<file path="src/rtl/fwd_scoreboard.sv">
// ---------------------------------------------------------------------------
// fwd_scoreboard
//
// Purpose:
//   Forwarding-select and hazard-detection unit for a pipelined core. It
//   produces EX operand and ID branch-comparator forwarding selectors. It
//   raises a stall for load-use, branch-compare and long-latency hazards,
//   and keeps a per-register scoreboard of pending long-latency writes.
//
// Ports:
//   iCLK, iRST                       clock, asynchronous active-high reset
//   iID_NumRs/iID_NumRt, iID_Branch  ID source registers and branch flag
//   iEX_NumRs/iEX_NumRt              EX source registers
//   iEX_NumRd/RegWrite/MemRead       EX destination, write-enable, load flag
//   iSrc_NumRd, iSrc_We              flattened forwarding-source dests/enables
//                                    (source 0 = MEM is youngest, 1 = WB)
//   iIssue_Valid/Rd/Lat              long-latency issue request
//   oFwdA/oFwdB                      EX operand selectors (0 = regfile, k+1 = src k)
//   oFwdBranchRs/oFwdBranchRt        ID branch selectors, same encoding
//   oStall                           hold PC/IFID, bubble IDEX
//   oBusy                            some long-latency write is pending
//   oStallCount                      stall-cycle counter
//
// Optional feature:
//   FWD_STALLCNT_EN  when defined, oStallCount counts stalled cycles;
//                    otherwise it is tied to zero and no register exists.
// ---------------------------------------------------------------------------
module fwd_scoreboard #(
    parameter int NSRC = 2,
    parameter int REGW = 5,
    parameter int LATW = 4,
    localparam int SELW = $clog2(NSRC + 1)
) (
    input  logic                 iCLK,
    input  logic                 iRST,
    input  logic [REGW-1:0]      iID_NumRs,
    input  logic [REGW-1:0]      iID_NumRt,
    input  logic                 iID_Branch,
    input  logic [REGW-1:0]      iEX_NumRs,
    input  logic [REGW-1:0]      iEX_NumRt,
    input  logic [REGW-1:0]      iEX_NumRd,
    input  logic                 iEX_RegWrite,
    input  logic                 iEX_MemRead,
    input  logic [NSRC*REGW-1:0] iSrc_NumRd,
    input  logic [NSRC-1:0]      iSrc_We,
    input  logic                 iIssue_Valid,
    input  logic [REGW-1:0]      iIssue_Rd,
    input  logic [LATW-1:0]      iIssue_Lat,
    output logic [SELW-1:0]      oFwdA,
    output logic [SELW-1:0]      oFwdB,
    output logic [SELW-1:0]      oFwdBranchRs,
    output logic [SELW-1:0]      oFwdBranchRt,
    output logic                 oStall,
    output logic                 oBusy,
    output logic [31:0]          oStallCount
);

    localparam int NREG = 2 ** REGW;

    logic [LATW-1:0] lat_cnt [NREG];
    logic [NREG-1:0] pending;
    logic            load_use_stall;
    logic            branch_stall;
    logic            raw_stall;
    logic            waw_stall;
    logic            issue_accept;

    // Selector for one operand. The scan runs from the oldest source down to
    // the youngest, so the youngest matching source wins. Register 0 is
    // hard-wired to zero and is never forwarded.
    function automatic logic [SELW-1:0] fwd_sel(
        input logic [REGW-1:0]      reg_num,
        input logic [NSRC*REGW-1:0] src_rd,
        input logic [NSRC-1:0]      src_we
    );
        logic [SELW-1:0] sel;
        sel = '0;
        for (int k = NSRC - 1; k >= 0; k--) begin
            if (src_we[k] && (src_rd[k*REGW +: REGW] == reg_num) && (reg_num != '0)) begin
                sel = SELW'(k + 1);
            end
        end
        return sel;
    endfunction

    // All four forwarding selectors are purely combinational and share one rule.
    always_comb begin
        oFwdA        = fwd_sel(iEX_NumRs, iSrc_NumRd, iSrc_We);
        oFwdB        = fwd_sel(iEX_NumRt, iSrc_NumRd, iSrc_We);
        oFwdBranchRs = fwd_sel(iID_NumRs, iSrc_NumRd, iSrc_We);
        oFwdBranchRt = fwd_sel(iID_NumRt, iSrc_NumRd, iSrc_We);
    end

    // A register is pending while its counter is nonzero. Entry 0 is forced
    // clear so register 0 can never look busy. oBusy depends only on the
    // counter registers.
    always_comb begin
        pending = '0;
        for (int i = 1; i < NREG; i++) begin
            pending[i] = (lat_cnt[i] != '0);
        end
        oBusy = |pending;
    end

    // Each stall cause is evaluated on its own and the results are ORed
    // together. A WAW stall is only raised for an issue that would actually
    // be accepted otherwise. Issues to register 0 or with zero latency are
    // ignored entirely, so they never stall.
    always_comb begin
        load_use_stall = iEX_MemRead && (iEX_NumRd != '0) &&
                         ((iEX_NumRd == iID_NumRs) || (iEX_NumRd == iID_NumRt));
        branch_stall   = iID_Branch && iEX_RegWrite && (iEX_NumRd != '0) &&
                         ((iEX_NumRd == iID_NumRs) || (iEX_NumRd == iID_NumRt));
        raw_stall      = pending[iID_NumRs] || pending[iID_NumRt];
        waw_stall      = iIssue_Valid && (iIssue_Rd != '0) && (iIssue_Lat != '0) &&
                         pending[iIssue_Rd];
        oStall         = load_use_stall || branch_stall || raw_stall || waw_stall;
        issue_accept   = iIssue_Valid && !oStall && (iIssue_Rd != '0) && (iIssue_Lat != '0);
    end

    // Scoreboard counters. An accepted issue loads its register's counter
    // and takes precedence over that counter's decrement. Every other nonzero
    // counter counts down by one, so a counter stops at zero on its own and
    // never wraps.
    always_ff @(posedge iCLK or posedge iRST) begin
        if (iRST) begin
            for (int i = 0; i < NREG; i++) begin
                lat_cnt[i] <= '0;
            end
        end else begin
            for (int i = 0; i < NREG; i++) begin
                if (issue_accept && (iIssue_Rd == REGW'(i))) begin
                    lat_cnt[i] <= iIssue_Lat;
                end else if (lat_cnt[i] != '0) begin
                    lat_cnt[i] <= lat_cnt[i] - 1'b1;
                end
            end
        end
    end

`ifdef FWD_STALLCNT_EN
    logic [31:0] stall_cnt;

    // Counts every edge at which the pipeline is held. The count wraps
    // naturally at 2**32.
    always_ff @(posedge iCLK or posedge iRST) begin
        if (iRST) begin
            stall_cnt <= '0;
        end else if (oStall) begin
            stall_cnt <= stall_cnt + 32'd1;
        end
    end

    assign oStallCount = stall_cnt;
`else
    assign oStallCount = '0;
`endif

endmodule
</file>
<file path="config.mk">
export PLATFORM = sky130hd
export DESIGN_NAME = fwd_scoreboard
export DESIGN_NICKNAME = d
export VERILOG_FILES = /design/src/rtl/fwd_scoreboard.sv
export SDC_FILE = /design/constraint.sdc
export NUM_CORES = 1
export LEC_CHECK = 0
export BUFFER_PORTS_ARGS = -buffer_cell sky130_fd_sc_hd__buf_2
export CAP_MARGIN = 20
export CORE_AREA = 2 2 111 156
export DETAILED_ROUTE_END_ITERATION = 7
export DIE_AREA = 0 0 113 158
export HOLD_SLACK_MARGIN = 0.08
export PLACE_DENSITY = 0.75
export SETUP_SLACK_MARGIN = 0.2
export SLEW_MARGIN = 30
export SYNTH_ARGS = -nofsm -noshare
export SYNTH_HDL_FRONTEND = slang
export SYNTH_SLANG_ARGS = --single-unit
</file>
<file path="constraint.sdc">
create_clock -name iCLK -period 5.2 [get_ports iCLK]
set_input_delay 1.3 -clock iCLK [delete_from_list [all_inputs] [get_ports iCLK]]
set_output_delay 1.3 -clock iCLK [all_outputs]
set_load 0.05 [all_outputs]
</file>
==> results.cfg, run 1 <==
[grt]
grt-ovfl-total = 0
antenna_found_initial = 0
grt_pass1_vias = 7608
grt_use_total_pct = 27.91
grt_start_max_net_pins = 56
grt_pass1_wl_um = 38850

[power_and_ir_drop]
p_int_w = 0.003484
switchingPower_w = 0.002224
ir_drop_v = 0.0002446
seq_power_share_pct = 32.2
power.share.combinational_pct = 48.1
power.share.clock_pct = 19.7
power_density_nw_per_um2 = 562.7
switching_share_pct = 38.97
power.leakage_nw = 4.271

[cts]
cts_buffers = 17
htreeDepth = 4
cts_sinks = 124
clk_pin_slew_ns = 0.06
hold_buffers = 0
cts_resized = 0
cts.root.buffer_cell = clkbuf_16
cts_setup_buffers = 0
cts_tree = done
clk_latency_ns = 0.43
cts_max_path_buffers = 2

[floorplan]
initial_core_util_pct = 54.95
die_w_um = 113
rows = 56
die-area_um2 = 17850
core-area_um2 = 16540
die_h_um = 158
io_pins = 94

[sta]
finalHoldViolCount = 0
final-max-slew-violation-count = 0
worst_slack_ns = 0.4031
clock_skew_ns = 0.01162
tightest_slew_ns = 1.012
fmax_mhz = 208.5
finalSetupTns_ns = 0
post-route-period-util_pct = 92.25
min_period_ns = 4.797
timing.hold.ws_ns = 0.5283
slew_headroom_pct = 32.35
grt_setup_unrepaired = no
finalSetupViolCount = 0

[setup_path]
slowest_stage = or4_1
crit_fanout = 24
crit_top_cell = buf_2
critPathCaptureType = primary output
cp.arrival_ns = 3.50
crit_chain = buf_2 > and4b_1 > a2111oi_0 > o221ai_1 > or4_1 > o2111ai_1 > buf_2
startpoint_type = primary input
crit_type = in2out
slowest_delay_ns = 0.56
required_ns = 3.90

[synthesis]
seq_area_frac_synth_pct = 34.15
yosys.area.top_type = dfrtp_1
synth-xor-area-share_pct = 8.290
syn-instance-count = 1011
synth_edf_count = 0
synth.most_common_cell = dfrtp_1
yosysTopAreaCellShare_pct = 34.15
synth_compound_area_share_pct = 10.37
async_flop_share_pct = 100.0
synth_area_leaders = dfrtp_1 34%, mux2_2 7.2%, xnor2_1 6.5%
yosysWarnings = 0
synthMuxAreaShare_pct = 13.91
syn_avg_cell_area_um2 = 8.987
yosys.area_share.simple_pct = 20.63
synth_cell_types = 55
synth_commonest_cells = 124 x dfrtp_1, 82 x inv_1, 67 x xnor2_1
ys_ff_latch = 124
synthAdderAreaFrac_pct = 4.269
synth_top_family_by_area = simple AND/OR/NAND/NOR gates
ys.flop_type = dfrtp_1
synth_area_um2 = 9086

[detailed_routing]
finalWirelength_um = 24410
via_per_inst = 6.119
drcViolationCount = 11
num_vias = 7844
dr.pass1.iters = 7
wl_per_cell_um = 19.04
ant_nets = 0
drt_iter0_drc = 541

[hold_path]
min_path_type = reg2reg

[outcome]
status = finished with violations
failed_checks = design-rule violations

[placement]
dpl_cell_area_um2 = 9587
dpl.hpwl_um = 17320
routabilityCongestion = 0.9469
dp_slack_ns = 0.4787
io_buffers = 61

[finish]
diodes = 0
regMostFlops = lat_cnt
fin_nets = 1150
largest_reg_flops = 124
fillers = 1418
largestRegisters = lat_cnt x124
syn2layout_area_growth_pct = 11.65
multi_input_area_um2 = 5374
fin_area_um2 = 10140
final-seq-area_um2 = 3103
drive_gt1_share_pct = 19.37

[flow_run]
cap_viol_max_count = 0
## path summary, 6_finish.rpt
| kind | from | end | slack [ns] | depth (start not counted) |
|---|---|---|---|---|
| max | iIssue_Rd[1] | oStall | 0.40 | 7 |
| min | lat_cnt[59]$_DFFE_PP0P_ | lat_cnt[59]$_DFFE_PP0P_ | 0.53 | 2 |
| max reg2reg | lat_cnt[12]$_DFFE_PP0P_ | lat_cnt[72]$_DFFE_PP0P_ | 1.25 | 9 |
| min reg2reg | lat_cnt[59]$_DFFE_PP0P_ | lat_cnt[59]$_DFFE_PP0P_ | 0.53 | 2 |
| max in group asynchronous | iRST | lat_cnt[96]$_DFFE_PP0P_ | 3.26 | 3 |
| min in group asynchronous | iRST | lat_cnt[61]$_DFFE_PP0P_ | 0.97 | 2 |
## layer usage
| metal | wire length [um] | vias to the layer above | track usage (%) |
|---|---|---|---|
| met5 | 0 | - | 0 |
| met4 | 1047 | 0 | 12.54 |
| met3 | 1877 | 88 | 5.322 |
| met2 | 12270 | 357 | 49.76 |
| met1 | 9211 | 3716 | 32.45 |
| li1 | - | 3683 | - |
## worst max-delay path, delay by kind of cell
kind                   cells  cell delay, ns
buffers and inverters      2            0.57
AOI/OAI and AO/OA          3            0.79
and+or+nand+nor            2            0.83
## final cells by class
cell class | count | area share [%]
Clock buffer | 18 | 4.329
Clock inverter | 13 | 1.172
Inverter | 82 | 3.059
Multi-Input combinational cell | 749 | 52.97
Sequential cell | 124 | 30.59
Tap cell | 203 | 2.504
Timing Repair Buffer | 93 | 5.377
## metrics by stage
step                instances  utilization, %  total power [W]
global placement         1251           57.98         0.004426
floorplan                1042               -         0.003927
finish                   1282           61.35         0.005708
detailed placement       1251           57.98         0.004546
global route             1282           61.35         0.006150
CTS                      1282           61.35         0.005705
## cells in the final DEF, fill, tap and decap left out, types with 3 or more instances in the layout
master,n
nand2_1,55
dfrtp_1,124
ha_1,31
mux2i_1,16
nand4_1,39
inv_1,81
o211ai_1,3
o221ai_1,13
o21ai_0,50
or3b_1,6
nor4_1,10
clkinvlp_4,7
nor3b_1,24
nor2b_1,4
o21ai_1,10
o2111ai_1,4
nand4b_1,9
xor2_1,19
xnor2_1,67
nor4bb_1,5
nand3_1,32
nand2b_1,3
conb_1,32
or4_1,6
buf_2,61
buf_4,32
mux2_1,24
mux4_2,8
nor3_1,47
clkbuf_16,17
mux2_2,58
or3_1,21
nor4_2,3
o22ai_1,8
a21oi_1,53
nor4b_1,7
nor2_1,49
or3b_2,11
## power groups by stage
stage / clock, W / sequential, W / combinational (W)
floorplan: 0 / 0.00176 / 0.00217
global placement: 0 / 0.00182 / 0.00260
detailed placement: 0 / 0.00184 / 0.00270
CTS: 0.00113 / 0.00183 / 0.00274
global route: 0.00118 / 0.00190 / 0.00307
finish: 0.00113 / 0.00184 / 0.00274
## logic make-up after synthesis
family                     count (synthesis)
AOI/OAI and AO/OA                        160
buffers and inverters                    169
other                                      1
and+or+nand+nor                          334
muxes                                    106
xor gates and xnor gates                  86
adders and majority gates                 31
DFF                                      124
Power figures use the tool's default switching activity.
==> inputs of run 2 (changes only) <==
--- a/config.mk
+++ b/config.mk
@@ -12,6 +12,7 @@
 export DIE_AREA = 0 0 113 158
 export HOLD_SLACK_MARGIN = 0.08
 export PLACE_DENSITY = 0.75
+export REMOVE_ABC_BUFFERS = 1
 export SETUP_SLACK_MARGIN = 0.2
 export SLEW_MARGIN = 30
 export SYNTH_ARGS = -nofsm -noshare
==> run 2 against run 1 <==
  * The flow still finishes with violations (design-rule violations)
  * Clock skew decreased by 0.0037 ns
  * Utilization increased by 0.40 points
  * Design area grew 0.65%
  * First-iteration DRC count up 39%
  * Global-route usage is 0.28 points higher
  * Via count increased by 1.0%
  * Routed wire length rose by 2.0%
  * Register-to-register slack better by 0.16 ns
  * Critical path depth increased by 2
  * Fmax up 0.74%
==> results.cfg, run 2 (synthesis gave the netlist of run 1 again) <==
[outcome]
status = finished with violations
failed_checks = design-rule violations

[placement]
io_buffers = 61
routabilityCongestion = 0.9345
dpl.hpwl_um = 17480

[cts]
cts_sinks = 124
clk_latency_ns = 0.43
hold_buffers = 0
cts_resized = 0
cts_max_path_buffers = 2
cts_buffers = 17
htreeDepth = 4
cts_tree = done
cts_setup_buffers = 0
cts.root.buffer_cell = clkbuf_16
clk_pin_slew_ns = 0.06

[sta]
grt_setup_unrepaired = no
timing.hold.ws_ns = 0.5290
finalSetupViolCount = 0
finalHoldViolCount = 0
post-route-period-util_pct = 91.57
min_period_ns = 4.762
clock_skew_ns = 0.007892
fmax_mhz = 210.0
tightest_slew_ns = 0.8186
slew_headroom_pct = 45.31
final-max-slew-violation-count = 0

[power_and_ir_drop]
power.share.clock_pct = 21.6
power.share.combinational_pct = 47.0
p_int_w = 0.003628
power_density_nw_per_um2 = 574.8
switchingPower_w = 0.002242
switching_share_pct = 38.19
seq_power_share_pct = 31.4
ir_drop_v = 0.0002333
power.leakage_nw = 4.316

[flow_run]
cap_viol_max_count = 0

[finish]
fin_util_pct = 61.75
syn2layout_area_growth_pct = 12.38
largest_reg_flops = 124
mostFrequentLayoutCells = 124 x dfrtp_1, 81 x inv_1, 67 x xnor2_1
diodes = 0
fin_nets = 1151
drive_gt1_share_pct = 19.07
final-seq-area_um2 = 3103
multi_input_area_um2 = 5355
largestRegisters = lat_cnt x124
fillers = 1378
final_common_cell = dfrtp_1
regMostFlops = lat_cnt

[floorplan]
core-area_um2 = 16540
rows = 56
die_h_um = 158
die-area_um2 = 17850
io_pins = 94
die_w_um = 113
initial_core_util_pct = 54.95

[setup_path]
path_buf_inv = 2
crit_chain = inv_1 > ha_1 > or3b_1 > mux2_2 > mux4_2 > a211o_1 > a21oi_2 > o2111ai_1 > buf_2
crit_type = reg2out
critPathTopFamily = multiplexers
r2r_end = lat_cnt[81]$_DFFE_PP0P_
crit_fanout = 7
critPathCaptureType = primary output
r2r-start = lat_cnt[12]$_DFFE_PP0P_
slowest_stage = or3b_1
slowest_delay_ns = 0.54
required_ns = 3.90
startpoint_type = flip-flop
reg2reg_slack_ns = 1.41
rr_worst_depth = 9
cp.arrival_ns = 3.46

[grt]
grt_pass1_wl_um = 39060
grt_pass1_vias = 7689
grt_start_max_net_pins = 71
grt_use_total_pct = 28.18
grt-ovfl-total = 0
antenna_found_initial = 2

[detailed_routing]
wl_per_cell_um = 19.41
drcViolationCount = 15
drt_iter0_drc = 750
via_per_inst = 6.175
ant_nets = 0
dr.pass1.iters = 7
num_vias = 7923
finalWirelength_um = 24910

[hold_path]
holdPathStages = 2
worstHoldStart = lat_cnt[59]$_DFFE_PP0P_
min_path_type = reg2reg
whs_endpoint = lat_cnt[59]$_DFFE_PP0P_
run 2: cell types whose count changed in the layout (fill, tap and decap cells not counted), moves of 2 or more:
cell and change:
clkinvlp_4 -3, nor4_1 +3, bufinv_16 +3, clkinv_4 +3
nor4_2 -3, clkinv_2 -2
run 2: worst max path at each step:
| stage | depth (start not counted) | start | slack [ns] | endpoint |
|---|---|---|---|---|
| 4_1_cts | 9 | lat_cnt[12]$_DFFE_PP0P_ | 0.45 | oStall |
| 3_3_place_gp | 7 | iIssue_Rd[1] | 0.54 | oStall |
| 2_1_floorplan | 6 | iID_NumRt[2] | -0.24 | oStall |
| 5_1_grt | 9 | lat_cnt[12]$_DFFE_PP0P_ | 0.31 | oStall |
| 6_report | 9 | lat_cnt[12]$_DFFE_PP0P_ | 0.44 | oStall |
| 3_5_place_dp | 7 | iIssue_Rd[1] | 0.55 | oStall |
run 2: layout make-up:
| cell class | count | area share (%) |
|---|---|---|
| Clock buffer | 18 | 4.203 |
| Tap cell | 203 | 2.487 |
| Clock inverter | 13 | 1.899 |
| Timing Repair Buffer | 94 | 5.539 |
| Sequential cell | 124 | 30.39 |
| Multi-Input combinational cell | 749 | 52.44 |
| Inverter | 82 | 3.039 |
run 2: worst reg2reg max path, delay by kind of cell, from the launching register on:
| family | cells | cell delay, ns |
|---|---|---|
| buffers and inverters | 1 | 0.09 |
| DFF | 1 | 0.38 |
| muxes | 3 | 1.19 |
| and+or+nand+nor | 3 | 1.47 |
| AOI/OAI and AO/OA | 1 | 0.33 |
| adders and majority gates | 1 | 0.22 |
run 2: metal layers:
| metal | GRT usage [%] | up-vias | part of all wire, % |
|---|---|---|---|
| met3 | 6.317 | 78 | 7.7 |
| met4 | 14.23 | 2 | 4.3 |
| met5 | 0 | - | 0.044 |
| li1 | - | 3675 | - |
| met1 | 32.21 | 3809 | 38 |
| met2 | 49.42 | 359 | 50 |
run 2: per-stage QoR:
step	area, um^2	TNS, ns	total power [W]	setup slack [ns]	instances
4_1_cts	10210	0	0.005874	0.4473	1283
6_report	10210	0	0.005870	0.4382	1283
3_3_place_gp	9588	0	0.004443	0.5433	1252
2_1_floorplan	8752	-0.2407	0.003857	-0.2407	955
3_5_place_dp	9588	0	0.004573	0.5529	1252
5_1_grt	10210	0	0.006324	0.3098	1283
run 2: power by group through the flow:
stage	Sequential (W)	Combinational, W	Clock, W
3_3_place_gp	0.00183	0.00261	0
4_1_cts	0.00184	0.00276	0.00128
2_1_floorplan	0.00176	0.00210	0
6_report	0.00185	0.00276	0.00127
5_1_grt	0.00191	0.00310	0.00132
3_5_place_dp	0.00185	0.00272	0
